$ cat config.mk
export PLATFORM = sky130hd
export DESIGN_NAME = fifo_write_arbiter_flat
export DESIGN_NICKNAME = d
export VERILOG_FILES = /design/src/rtl/fifo_write_arbiter_if.sv /design/src/rtl/fifo_write_arbiter.sv /design/src/flat_wrapper.sv
export SDC_FILE = /design/constraint.sdc
export NUM_CORES = 1
export LEC_CHECK = 0
export ABC_AREA = 1
export CORE_MARGIN = 2
export CORE_UTILIZATION = 44
export CTS_BUF_LIST = sky130_fd_sc_hd__clkbuf_4 sky130_fd_sc_hd__clkbuf_8
export DETAILED_ROUTE_END_ITERATION = 16
export MAX_ROUTING_LAYER = met4
export PLACE_DENSITY_LB_ADDON = 0.05
export SLEW_MARGIN = 15
export SYNTH_ARGS = -nofsm -noshare
export SYNTH_HDL_FRONTEND = slang
export SYNTH_SLANG_ARGS = --single-unit
$ cat constraint.sdc
create_clock -name clk -period 3.6 [get_ports clk]
set_input_delay 0.72 -clock clk [delete_from_list [all_inputs] [get_ports clk]]
set_output_delay 0.72 -clock clk [all_outputs]
set_load 0.01 [all_outputs]
$ cat src/rtl/fifo_write_arbiter_if.sv
// Write-side bundle between NUM_REQ producers, the arbiter and the shared FIFO write port.
// master: producers/FIFO environment; slave: the arbiter.
interface fifo_write_arbiter_if #(
    parameter int DATA_WIDTH = 8,
    parameter int NUM_REQ    = 4,
    parameter int ID_W       = 2
);
    logic [NUM_REQ-1:0]            req;
    logic [NUM_REQ*DATA_WIDTH-1:0] req_data;
    logic [NUM_REQ-1:0]            ack;
    logic                          fifo_full;
    logic                          fifo_wr_en;
    logic [DATA_WIDTH-1:0]         fifo_din;
    logic                          gnt_valid;
    logic [ID_W-1:0]               gnt_id;

    modport master (
        output req, req_data, fifo_full,
        input  ack, fifo_wr_en, fifo_din, gnt_valid, gnt_id
    );

    modport slave (
        input  req, req_data, fifo_full,
        output ack, fifo_wr_en, fifo_din, gnt_valid, gnt_id
    );
endinterface

$ cat src/rtl/fifo_write_arbiter.sv
// Round-robin, burst-limited write arbiter in front of a shared FIFO.
// FIFO_WRITE_ARB_PRIO_EN: producer 0 becomes high priority and is not burst-limited.
module fifo_write_arbiter #(
    parameter int DATA_WIDTH = 8,
    parameter int NUM_REQ    = 4,
    parameter int ID_W       = 2,
    parameter int BURST_LEN  = 4
) (
    input  logic                 clk,
    input  logic                 rst,
    fifo_write_arbiter_if.slave  bus
);
    localparam int unsigned NREQ      = NUM_REQ;
    localparam logic [3:0]  LAST_BEAT = 4'(BURST_LEN - 1);

    typedef enum logic {ARB, GRANT} state_t;
    state_t state, state_nxt;

    logic [ID_W-1:0] gnt_id_q;
    logic [ID_W-1:0] last_gnt_q;
    logic [ID_W-1:0] winner;
    logic [ID_W-1:0] cand;
    logic            found;
    logic            gnt_valid_q;
    logic [3:0]      burst_cnt_q;
    logic            cur_req;
    logic            xfer;
    logic            burst_limited;
    logic            burst_done;
    logic            grant_end;

    assign cur_req = bus.req[gnt_id_q];
    assign xfer    = (state == GRANT) && cur_req && !bus.fifo_full;

`ifdef FIFO_WRITE_ARB_PRIO_EN
    assign burst_limited = (gnt_id_q != '0);
`else
    assign burst_limited = 1'b1;
`endif

    assign burst_done = xfer && burst_limited && (burst_cnt_q == LAST_BEAT);
    assign grant_end  = (state == GRANT) && (!cur_req || burst_done);

    // First requester scanning upward from last_gnt+1, wrapping at NUM_REQ.
    always_comb begin
        winner = '0;
        cand   = '0;
        found  = 1'b0;
        for (int unsigned k = 1; k <= NREQ; k++) begin
            cand = ID_W'((32'(last_gnt_q) + k) % NREQ);
            if (!found && bus.req[cand]) begin
                winner = cand;
                found  = 1'b1;
            end
        end
`ifdef FIFO_WRITE_ARB_PRIO_EN
        if (bus.req[0]) begin
            winner = '0;
        end
`endif
    end

    always_ff @(posedge clk or posedge rst) begin
        if (rst) begin
            state <= ARB;
        end else begin
            state <= state_nxt;
        end
    end

    always_comb begin
        state_nxt = state;
        case (state)
            ARB:   if (|bus.req) state_nxt = GRANT;
            GRANT: if (grant_end) state_nxt = ARB;
        endcase
    end

    // The counter saturates so an unlimited grant never runs past BURST_LEN-1.
    always_ff @(posedge clk or posedge rst) begin
        if (rst) begin
            gnt_valid_q <= 1'b0;
            gnt_id_q    <= '0;
            last_gnt_q  <= ID_W'(NUM_REQ - 1);
            burst_cnt_q <= '0;
        end else begin
            case (state)
                ARB: begin
                    if (|bus.req) begin
                        gnt_id_q    <= winner;
                        gnt_valid_q <= 1'b1;
                        burst_cnt_q <= '0;
                    end
                end
                GRANT: begin
                    if (grant_end) begin
                        gnt_valid_q <= 1'b0;
                        last_gnt_q  <= gnt_id_q;
                    end else if (xfer && (burst_cnt_q != LAST_BEAT)) begin
                        burst_cnt_q <= burst_cnt_q + 4'd1;
                    end
                end
            endcase
        end
    end

    always_comb begin
        bus.ack        = '0;
        bus.fifo_wr_en = 1'b0;
        bus.fifo_din   = '0;
        bus.gnt_valid  = gnt_valid_q;
        bus.gnt_id     = gnt_id_q;
        if (state == GRANT) begin
            bus.fifo_wr_en    = xfer;
            bus.ack[gnt_id_q] = xfer;
            bus.fifo_din      = bus.req_data[32'(gnt_id_q)*DATA_WIDTH +: DATA_WIDTH];
        end
    end
endmodule

$ cat src/flat_wrapper.sv
// flat-port wrapper written by rule: the top's interface ports become plain ports
module fifo_write_arbiter_flat 
#(
    parameter int DATA_WIDTH = 8,
    parameter int NUM_REQ    = 4,
    parameter int ID_W       = 2,
    parameter int BURST_LEN  = 4
)
  (clk, rst, bus_req, bus_req_data, bus_fifo_full, bus_ack, bus_fifo_wr_en, bus_fifo_din, bus_gnt_valid, bus_gnt_id);
  fifo_write_arbiter_if #(.DATA_WIDTH(DATA_WIDTH), .NUM_REQ(NUM_REQ), .ID_W(ID_W)) bus_i ();
  input  logic clk;
  input  logic rst;
  input wire logic [$bits(bus_i.req)-1:0] bus_req;
  input wire logic [$bits(bus_i.req_data)-1:0] bus_req_data;
  input wire logic [$bits(bus_i.fifo_full)-1:0] bus_fifo_full;
  output wire logic [$bits(bus_i.ack)-1:0] bus_ack;
  output wire logic [$bits(bus_i.fifo_wr_en)-1:0] bus_fifo_wr_en;
  output wire logic [$bits(bus_i.fifo_din)-1:0] bus_fifo_din;
  output wire logic [$bits(bus_i.gnt_valid)-1:0] bus_gnt_valid;
  output wire logic [$bits(bus_i.gnt_id)-1:0] bus_gnt_id;
  assign bus_i.req = bus_req;
  assign bus_i.req_data = bus_req_data;
  assign bus_i.fifo_full = bus_fifo_full;
  assign bus_ack = bus_i.ack;
  assign bus_fifo_wr_en = bus_i.fifo_wr_en;
  assign bus_fifo_din = bus_i.fifo_din;
  assign bus_gnt_valid = bus_i.gnt_valid;
  assign bus_gnt_id = bus_i.gnt_id;
  fifo_write_arbiter #(.DATA_WIDTH(DATA_WIDTH), .NUM_REQ(NUM_REQ), .ID_W(ID_W), .BURST_LEN(BURST_LEN)) u_core (.clk(clk), .rst(rst), .bus(bus_i));
endmodule
==> flow_summary.toml, run 1 <==
[run_status]
status = "completed"

[critical_path]
path_cells = "inv_4 -> nor2_8 -> nand2_2 -> nand4_4 -> nand2_1 -> nor3_1 -> clkdlybuf4s50_1"
cp.required_ps = 2880
ff2ff_setup_slack_ps = 1770
cpMaxStageDelayCell = "dfrtp_1"
max_stage_delay_ps = 840
worstRegToRegCells = 9
timing.rr.start = "u_core.bus.gnt_id[1]$_DFFE_PP0P_"
startpoint = "u_core.bus.gnt_id[1]$_DFFE_PP0P_"
path_delay_family = "flip-flops"
critical_path.max_fanout = 16
crit_buf_inv = 2
critPathLaunchType = "flip-flop"
arrival_ps = 2500
worstSetupPathType = "flip-flop to output port"
end_kind = "output port"
rr_endpoint = "u_core.burst_cnt_q[3]$_DFFE_PP0P_"

[synthesis]
avgSynthCellArea_um2 = 6.946
synth_cells = 156
synth_cell_types = 31
ys_seq_elements = 10
synth_fp_nets = 196
syn_area_mm2 = 0.001084
synth-seq-area-share_pct = 23.33
ys_warn_count = 0

[pwr]
peakVddDrop_v = 0.0006760
power.density_mw_per_mm2 = 768.7
leakage_nw = 0.7430

[clock_network]
cts.sinks = 10
post-cts-setup-buffers = 0
cts_made_buffers = 3
cts_buffer_depth = 2
hold_buffers = 0
ctsResizeCount = 0
cts_tree = "yes"
clk_pin_slew_ps = 70
clk_latency_ps = 270
cts-root-buf = "clkbuf_4"
htree_levels = 1

[placement]
dp_slack_ps = 381.4
dpl.hpwl_mm = 2.624
dp_cells = 232
place_congestion = 0.9444
place.port_buffers = 54

[worst_hold_path]
min_path_cells = 2
min_to = "u_core.burst_cnt_q[1]$_DFFE_PP0P_"
worst_hold_path_type = "flip-flop to flip-flop"
worstHoldStart = "u_core.burst_cnt_q[1]$_DFFE_PP0P_"

[grt]
globalRouteTotalUtil_pct = 26.32
grt-ovfl-total = 0
antenna_found_initial = 0
grt_pass1_wl_mm = 5.333
grt_max_degree = 17
grt_pass1_vias = 1181

[floorplanning]
ios = 55
std_cell_rows = 17
fp.dieH_um = 53.63
dieArea_mm2 = 0.002876
initial_utilization_pct = 47.61
die_w_um = 53.63
core_area_mm2 = 0.002276

[route]
dr_total_vias = 1262
routedWlPerCell_um = 14.10
wl_mm = 3.327
wl_met1_mm = 1.432
top_layer = "met4"
dr_wl_met3_um = 282
drtIter0Drc = 39
dr.pass1.iters = 4
drc = 0
via_per_inst = 5.347
antenna_left = 0
wl_met2_mm = 1.553

[sta]
max-slew-margin-rel_pct = 48.77
finalHoldWorstSlack_ps = 512.4
fmax_mhz = 310.1
setup_viol = 0
hold_viol = 0
rsz0062_at_grt = "false"
worst_slack_ps = 375.3
setup_tns_ps = 0
min_period_ps = 3225
drv_slew = 0
fin_crit_sh_pct = 89.58
worstMarginPinSlew_ps = 768.5
skew_ps = 3.239

[job]
cap_violations = 0

[finish]
area_growth_pct = 52.08
nNetsFinal = 249
final_cell_mix = "nand2_1, clkdlybuf4s50_1, nand3_1"
layout-drive-gt1-share_pct = 13.46
final_cell_count_no_fill = 236
antenna_cells = 0
## worst register-to-register path: stages (launching register included)
cell	delay (ps)
dfrtp_1	840
inv_4	120
nor2_8	190
nand2_2	90
nand4_4	110
nand3_2	100
nand2_4	110
nand2_4	70
nand2_1	60
nand2_1	50
## synth_stat cells
library cell	n	area share (%)
o21a_1	2	1.4
nand2_4	3	3.1
nor2_2	1	0.58
nor2_1	4	1.4
nand3_2	1	0.92
nor2_8	2	3.7
ha_1	1	1.2
a31oi_1	8	4.6
nand2_1	54	19
dfrtp_1	8	18
clkbuf_1	3	1.0
nand4_1	2	1.2
buf_4	1	0.69
dfstp_2	2	4.8
nor2_4	2	2.1
xor2_1	1	0.81
nand3_1	21	9.7
xnor2_1	1	0.81
inv_2	2	0.69
nand3b_1	2	1.4
nand2_2	7	4.0
nor3_1	4	1.8
o21ai_0	2	0.92
buf_6	2	2.1
inv_4	1	0.58
a22oi_1	8	5.5
inv_1	7	2.4
inv_6	1	0.81
nor3b_1	1	0.69
nand3b_4	1	1.8
nand4_4	1	2.0
## metrics by stage
stage	util (%)	total power, mW	instance area [um2]
floorplan	-	0.8815	1084
global placement	71.08	1.144	1618
detailed placement	71.08	1.177	1618
CTS	72.40	1.273	1648
global route	72.40	1.388	1648
finish	72.40	1.267	1648
## power by group
group | internal, mW | switching [mW] | leakage, nW
Sequential | 0.163 | 0.120 | 0.123
Combinational | 0.398 | 0.494 | 0.602
Clock | 0.0505 | 0.0408 | 0.0184
Total | 0.612 | 0.654 | 0.743
## logic make-up (layout without fill, tap and decap cells)
kind of cell               count (synthesis)  count (layout)  share of synthesized area, %
DFF                                       10              10                         23.33
buffers and inverters                     17              69                         8.315
AOI/OAI and AO/OA                         20              20                         12.47
and+or+nand+nor                          106             106                         53.12
xor gates and xnor gates                   2               2                         1.617
adders and majority gates                  1               1                         1.155
## registers in the layout, indices dropped and copies added (netlist names)
name,count
u_core.bus.gnt_valid,1
u_core.last_gnt_q,2
u_core.bus.gnt_id,2
u_core.state,1
u_core.burst_cnt_q,4
## how the worst max path moves through the flow
stage / to / cells after the start
floorplan: bus_ack[0] / 4
global placement: bus_ack[0] / 6
detailed placement: bus_ack[0] / 6
CTS: bus_ack[0] / 7
global route: bus_ack[0] / 7
finish: bus_ack[3] / 7
## cell type report
class                           instances  area, um2
Tap cell                               28      35.03
Fill cell                             180      628.1
Sequential cell                        10      252.7
Multi-Input combinational cell        129      740.7
Clock buffer                            4      30.03
Timing Repair Buffer                   54      540.5
Inverter                               11      48.80
## layer usage
layer,vias to the layer above,GRT usage [%]
li1,637,-
met1,556,32.19
met2,61,41.15
met3,8,4.444
met4,0,14.53
met5,-,-
(Power assumes the default switching activity.)
==> inputs of run 2 (changes only) <==
--- a/config.mk
+++ b/config.mk
@@ -12,6 +12,7 @@
 export DETAILED_ROUTE_END_ITERATION = 16
 export MAX_ROUTING_LAYER = met4
 export PLACE_DENSITY_LB_ADDON = 0.05
+export SETUP_SLACK_MARGIN = 0.1
 export SLEW_MARGIN = 15
 export SYNTH_ARGS = -nofsm -noshare
 export SYNTH_HDL_FRONTEND = slang
==> results of run 2 <==
The final DEF is identical to that of run 1; final timing and power are the same.
==> inputs of run 3 (changes only) <==
--- a/config.mk
+++ b/config.mk
@@ -17,3 +17,4 @@
 export SYNTH_ARGS = -nofsm -noshare
 export SYNTH_HDL_FRONTEND = slang
 export SYNTH_SLANG_ARGS = --single-unit
+export TNS_END_PERCENT = 1
==> results of run 3 <==
The final DEF is identical to that of run 1; final timing and power are the same.
==> RTL edit 1 (settings of run 1) <==
`NUM_REQ` is set to 4 in 3 places; all go to 2.
--- a/src/rtl/fifo_write_arbiter_if.sv
+++ b/src/rtl/fifo_write_arbiter_if.sv
@@ -4,3 +4,3 @@
     parameter int DATA_WIDTH = 8,
-    parameter int NUM_REQ    = 4,
+    parameter int NUM_REQ    = 2,
     parameter int ID_W       = 2
--- a/src/rtl/fifo_write_arbiter.sv
+++ b/src/rtl/fifo_write_arbiter.sv
@@ -4,3 +4,3 @@
     parameter int DATA_WIDTH = 8,
-    parameter int NUM_REQ    = 4,
+    parameter int NUM_REQ    = 2,
     parameter int ID_W       = 2,
--- a/src/flat_wrapper.sv
+++ b/src/flat_wrapper.sv
@@ -4,3 +4,3 @@
     parameter int DATA_WIDTH = 8,
-    parameter int NUM_REQ    = 4,
+    parameter int NUM_REQ    = 2,
     parameter int ID_W       = 2,
Interface: changed (resized bus_ack, bus_req and bus_req_data); port bits go from 55 to 35. The function was not compared with the original's and may differ.
==> RTL edit 1 against run 1 <==
  * Final area fell by 41%
  * Sequential cell count fell by 2
  * Clock skew rose by 0.0039 ns
  * Count of clock-buffer cells in the layout did not move
  * Total power fell by 44%
  * Wire length fell by 51%
  * Synthesized area fell by 44%
  * Register-to-register slack improved by 0.27 ns
  * Setup slack improved by 0.44 ns
  * Critical path type is now in2out
  * Critical endpoint is now bus_fifo_wr_en
==> RTL edit 1: results (changes against run 1) <==
- Synth Net Count: 113 (was 196)
- The total placed cells including tap cells is 136 (was 232).
- The number of iterations in the first detailed-routing pass was 3 (was 4).
- The met3 layer wire length in the routed design was 142 µm (was 282 µm).
- Met1 Use GR: 26.9% (was 32.2%)
* Synth cell count leaders: 24 x sky130_fd_sc_hd__nor2_1, 19 x sky130_fd_sc_hd__nand2_1, 9 x sky130_fd_sc_hd__o21ai_0 (was 54 x sky130_fd_sc_hd__nand2_1, 21 x sky130_fd_sc_hd__nand3_1, 8 x sky130_fd_sc_hd__a22oi_1, 8 x sky130_fd_sc_hd__a31oi_1, 8 x sky130_fd_sc_hd__dfrtp_1)
- The kind of cell with the highest combined delay on the critical path is buffers and inverters (was flip-flops).
- The sum of routed wire segments on met1 came to 712 µm (was 1.43 mm).
* Routability cong.: 0.771 (was 0.944)
* Outcome: finished clean (unchanged)
* Post-Place Setup Slack: 0.805 ns (was 0.381 ns)
* Cell type of the slowest stage on the worst timing path: sky130_fd_sc_hd__clkdlybuf4s50_1 (was sky130_fd_sc_hd__dfrtp_1)
* GR Util met3: 10.9% (was 4.44%)
* Via count of the first global-routing pass: 567 (was 1181)
* Top area cells in the synthesized netlist: sky130_fd_sc_hd__dfrtp_1 29%, sky130_fd_sc_hd__nor2_1 15%, sky130_fd_sc_hd__nand2_1 12%, sky130_fd_sc_hd__o21ai_0 7.4%, sky130_fd_sc_hd__nand3_1 5.7% (was sky130_fd_sc_hd__nand2_1 19%, sky130_fd_sc_hd__dfrtp_1 18%, sky130_fd_sc_hd__nand3_1 9.7%, sky130_fd_sc_hd__a22oi_1 5.5%, sky130_fd_sc_hd__dfstp_2 4.8%)
- The total wire length was 1.62 mm (was 3.33 mm).
* Pin count of the biggest net entering global routing: 15 (was 17)
- The longest individual stage delay on the worst path was 0.56 ns (was 0.84 ns).
- The post-route worst hold slack is 0.506 ns (was 0.512 ns).
- The number of I/O port buffers is 33 (was 54).
- Gate count after technology mapping: 91 (was 156)
* Net switching component of the power: 320 µW (was 654 µW)
- Number of filler instances in the final layout: 101 (was 180)
- The largest clock skew in the final design came to 0.00718 ns (was 0.00324 ns).
- The placed cell area came to 938 µm² (was 1620 µm²).
- Final Non-Filler Cells: 140 (was 236)
- Detail-routed via count per cell: 4.74 (was 5.35)
- Die width: 41.2 µm (was 53.6 µm)
- The slack of the worst reg-to-reg path is 2.04 ns (was 1.77 ns).
- The estimated wirelength of the detail-placed design is 1.27 mm (was 2.62 mm).
==> RTL edit 1: power groups by stage <==
stage	Sequential (µW)	Clock, µW	Combinational [µW]
6_report	195	85.6	431
3_5_place_dp	195	0	434
5_1_grt	202	94.3	484
2_1_floorplan	167	0	275
4_1_cts	194	89.6	435
3_3_place_gp	194	0	422
==> RTL edit 1: area by class of cell <==
cell class	instances	area, µm²	share of cell area [%]
Multi-Input combinational cell	73	362	37.3
Timing Repair Buffer	33	330	34.1
Sequential cell	8	201	20.8
Clock buffer	4	30.0	3.10
Inverter	7	26.3	2.71
Tap cell	15	18.8	1.94
==> RTL edit 1: path summary, 6_finish.rpt <==
| check | startpoint | to | cells after the start |
|---|---|---|---|
| max in group asynchronous | rst | u_core.last_gnt_q[0]$_DFFE_PP1P_ | 2 |
| setup reg to reg | u_core.bus.gnt_id[0]$_DFFE_PP0P_ | u_core.burst_cnt_q[2]$_DFFE_PP0P_ | 8 |
| min in group asynchronous | rst | u_core.state$_DFF_PP0_ | 2 |
| hold reg to reg | u_core.burst_cnt_q[1]$_DFFE_PP0P_ | u_core.burst_cnt_q[1]$_DFFE_PP0P_ | 2 |
| setup / recovery | bus_req[1] | bus_fifo_wr_en | 4 |
| hold / removal | u_core.burst_cnt_q[1]$_DFFE_PP0P_ | u_core.burst_cnt_q[1]$_DFFE_PP0P_ | 2 |
==> RTL edit 1: cell families after synthesis <==
group           Yosys count  share of synthesized area (%)
compound gates           12                           9.86
fa+ha+maj                 1                           2.05
flops                     8                           33.1
buf+inv                  10                           7.60
other cells               1                          0.615
simple gates             59                           46.8
==> RTL edit 1: worst min-delay path, stage by stage, from the launching register on <==
cell                      delay (ns)
sky130_fd_sc_hd__dfrtp_1        0.37
sky130_fd_sc_hd__nand2_1        0.06
sky130_fd_sc_hd__nand2_1        0.05
==> RTL edit 2 (config.mk and constraints of run 1) <==
Made on the original files. Reset style: synchronous (`rst`), changed in 2 clocked blocks.
--- a/src/rtl/fifo_write_arbiter.sv
+++ b/src/rtl/fifo_write_arbiter.sv
@@ -62,3 +62,3 @@
 
-    always_ff @(posedge clk or posedge rst) begin
+    always_ff @(posedge clk) begin
         if (rst) begin
@@ -79,3 +79,3 @@
     // The counter saturates so an unlimited grant never runs past BURST_LEN-1.
-    always_ff @(posedge clk or posedge rst) begin
+    always_ff @(posedge clk) begin
         if (rst) begin
Function: differs if rst is asserted again (counterexample within 4 cycles, from zero or initial values and one cycle with rst high); with rst held inactive, the same outputs for 10 cycles.
==> RTL edit 2 against run 1 <==
  * First-iteration DRC count down 44%
  * Setup slack improved by 0.13 ns
  * Critical endpoint is now bus_ack[0]
  * Highest routed layer unchanged
  * Wire length is 5.0% lower
  * Sequential cell count is the same
  * Core utilization up 3.8 points
  * Final area shrank 7.4%
  * Worst hold slack got worse by 0.0091 ns
  * Largest cell class unchanged
  * Synthesized area decreased by 12%
  * Maximum frequency increased by 4.1%
  * Critical path type is now in2out
Power is not compared: it rests on default switching activity, and its combinational part moved more than twofold at a synthesized area within 25%.
==> RTL edit 2: results (changes against run 1) <==
- Synth cell types: 28 (was 31)
* Most used flip-flop cell after synthesis: sky130_fd_sc_hd__dfxtp_1 (was sky130_fd_sc_hd__dfrtp_1)
- The met2 routed wirelength is 1.44 mm (was 1.55 mm).
- The total wire length was 3.16 mm (was 3.33 mm).
* Share of synthesized registers carrying an async set or reset: 0% (was 100%)
- The placer's final routability congestion estimate is 0.934 (was 0.944).
- The post-layout net count came to 252 (was 249).
* Outcome: finished clean (unchanged)
* Core box area: 2000 µm² (was 2280 µm²)
- The sum of routed wire segments on met1 was 1.39 mm (was 1.43 mm).
- Area of the multi-input gates: 671 µm² (was 741 µm²)
- The longest individual stage delay on the worst path came to 0.57 ns (was 0.84 ns).
* Via count of the first global-routing pass: 1157 (was 1181)
* Area occupied by registers: 200 µm² (was 253 µm²)
* Fraction of area in clock buffers and inverters: 1.48% (was 1.82%)
- Overall power of the completed layout: 604 µW
- The non-clock inverter count in the final layout was 15 (was 11).
* GR Util met3: 4.46% (was 4.44%)
* Cell type of the slowest stage on the worst timing path: sky130_fd_sc_hd__clkdlybuf4s50_1 (was sky130_fd_sc_hd__dfrtp_1)
- Clock Skew: 0.00940 ns (was 0.00324 ns)
- Non-clock buffer share: 35.4% (was 32.8%)
- Met1 Use GR: 32.5% (was 32.2%)
- Arrival time of data at the critical path endpoint: 2.38 ns (was 2.50 ns)
* Via Count: 1252 (was 1262)
- Global-route track usage on met2: 45.8% (was 41.2%)
## RTL edit 2: kinds of logic (layout without fill, tap and decap cells)
| kind of cell | count (synthesis) | in the layout | synth area share [%] |
|---|---|---|---|
| compound gates | 29 | 29 | 19.8 |
| simple gates | 96 | 96 | 47.4 |
| buf+inv | 18 | 72 | 8.54 |
| fa+ha+maj | 1 | 1 | 1.31 |
| flops | 10 | 10 | 21.0 |
| xor+xnor | 2 | 2 | 1.84 |
## RTL edit 2: path summary, 6_finish.rpt
path | start | endpoint | depth (start not counted) | slack, ns
max | bus_req[3] | bus_ack[0] | 6 | 0.50
min | u_core.burst_cnt_q[1]$_SDFFE_PP0P_ | u_core.burst_cnt_q[1]$_SDFFE_PP0P_ | 2 | 0.50
max reg2reg | u_core.bus.gnt_id[0]$_SDFFE_PP0P_ | u_core.burst_cnt_q[0]$_SDFFE_PP0P_ | 9 | 2.00
min reg2reg | u_core.burst_cnt_q[1]$_SDFFE_PP0P_ | u_core.burst_cnt_q[1]$_SDFFE_PP0P_ | 2 | 0.50
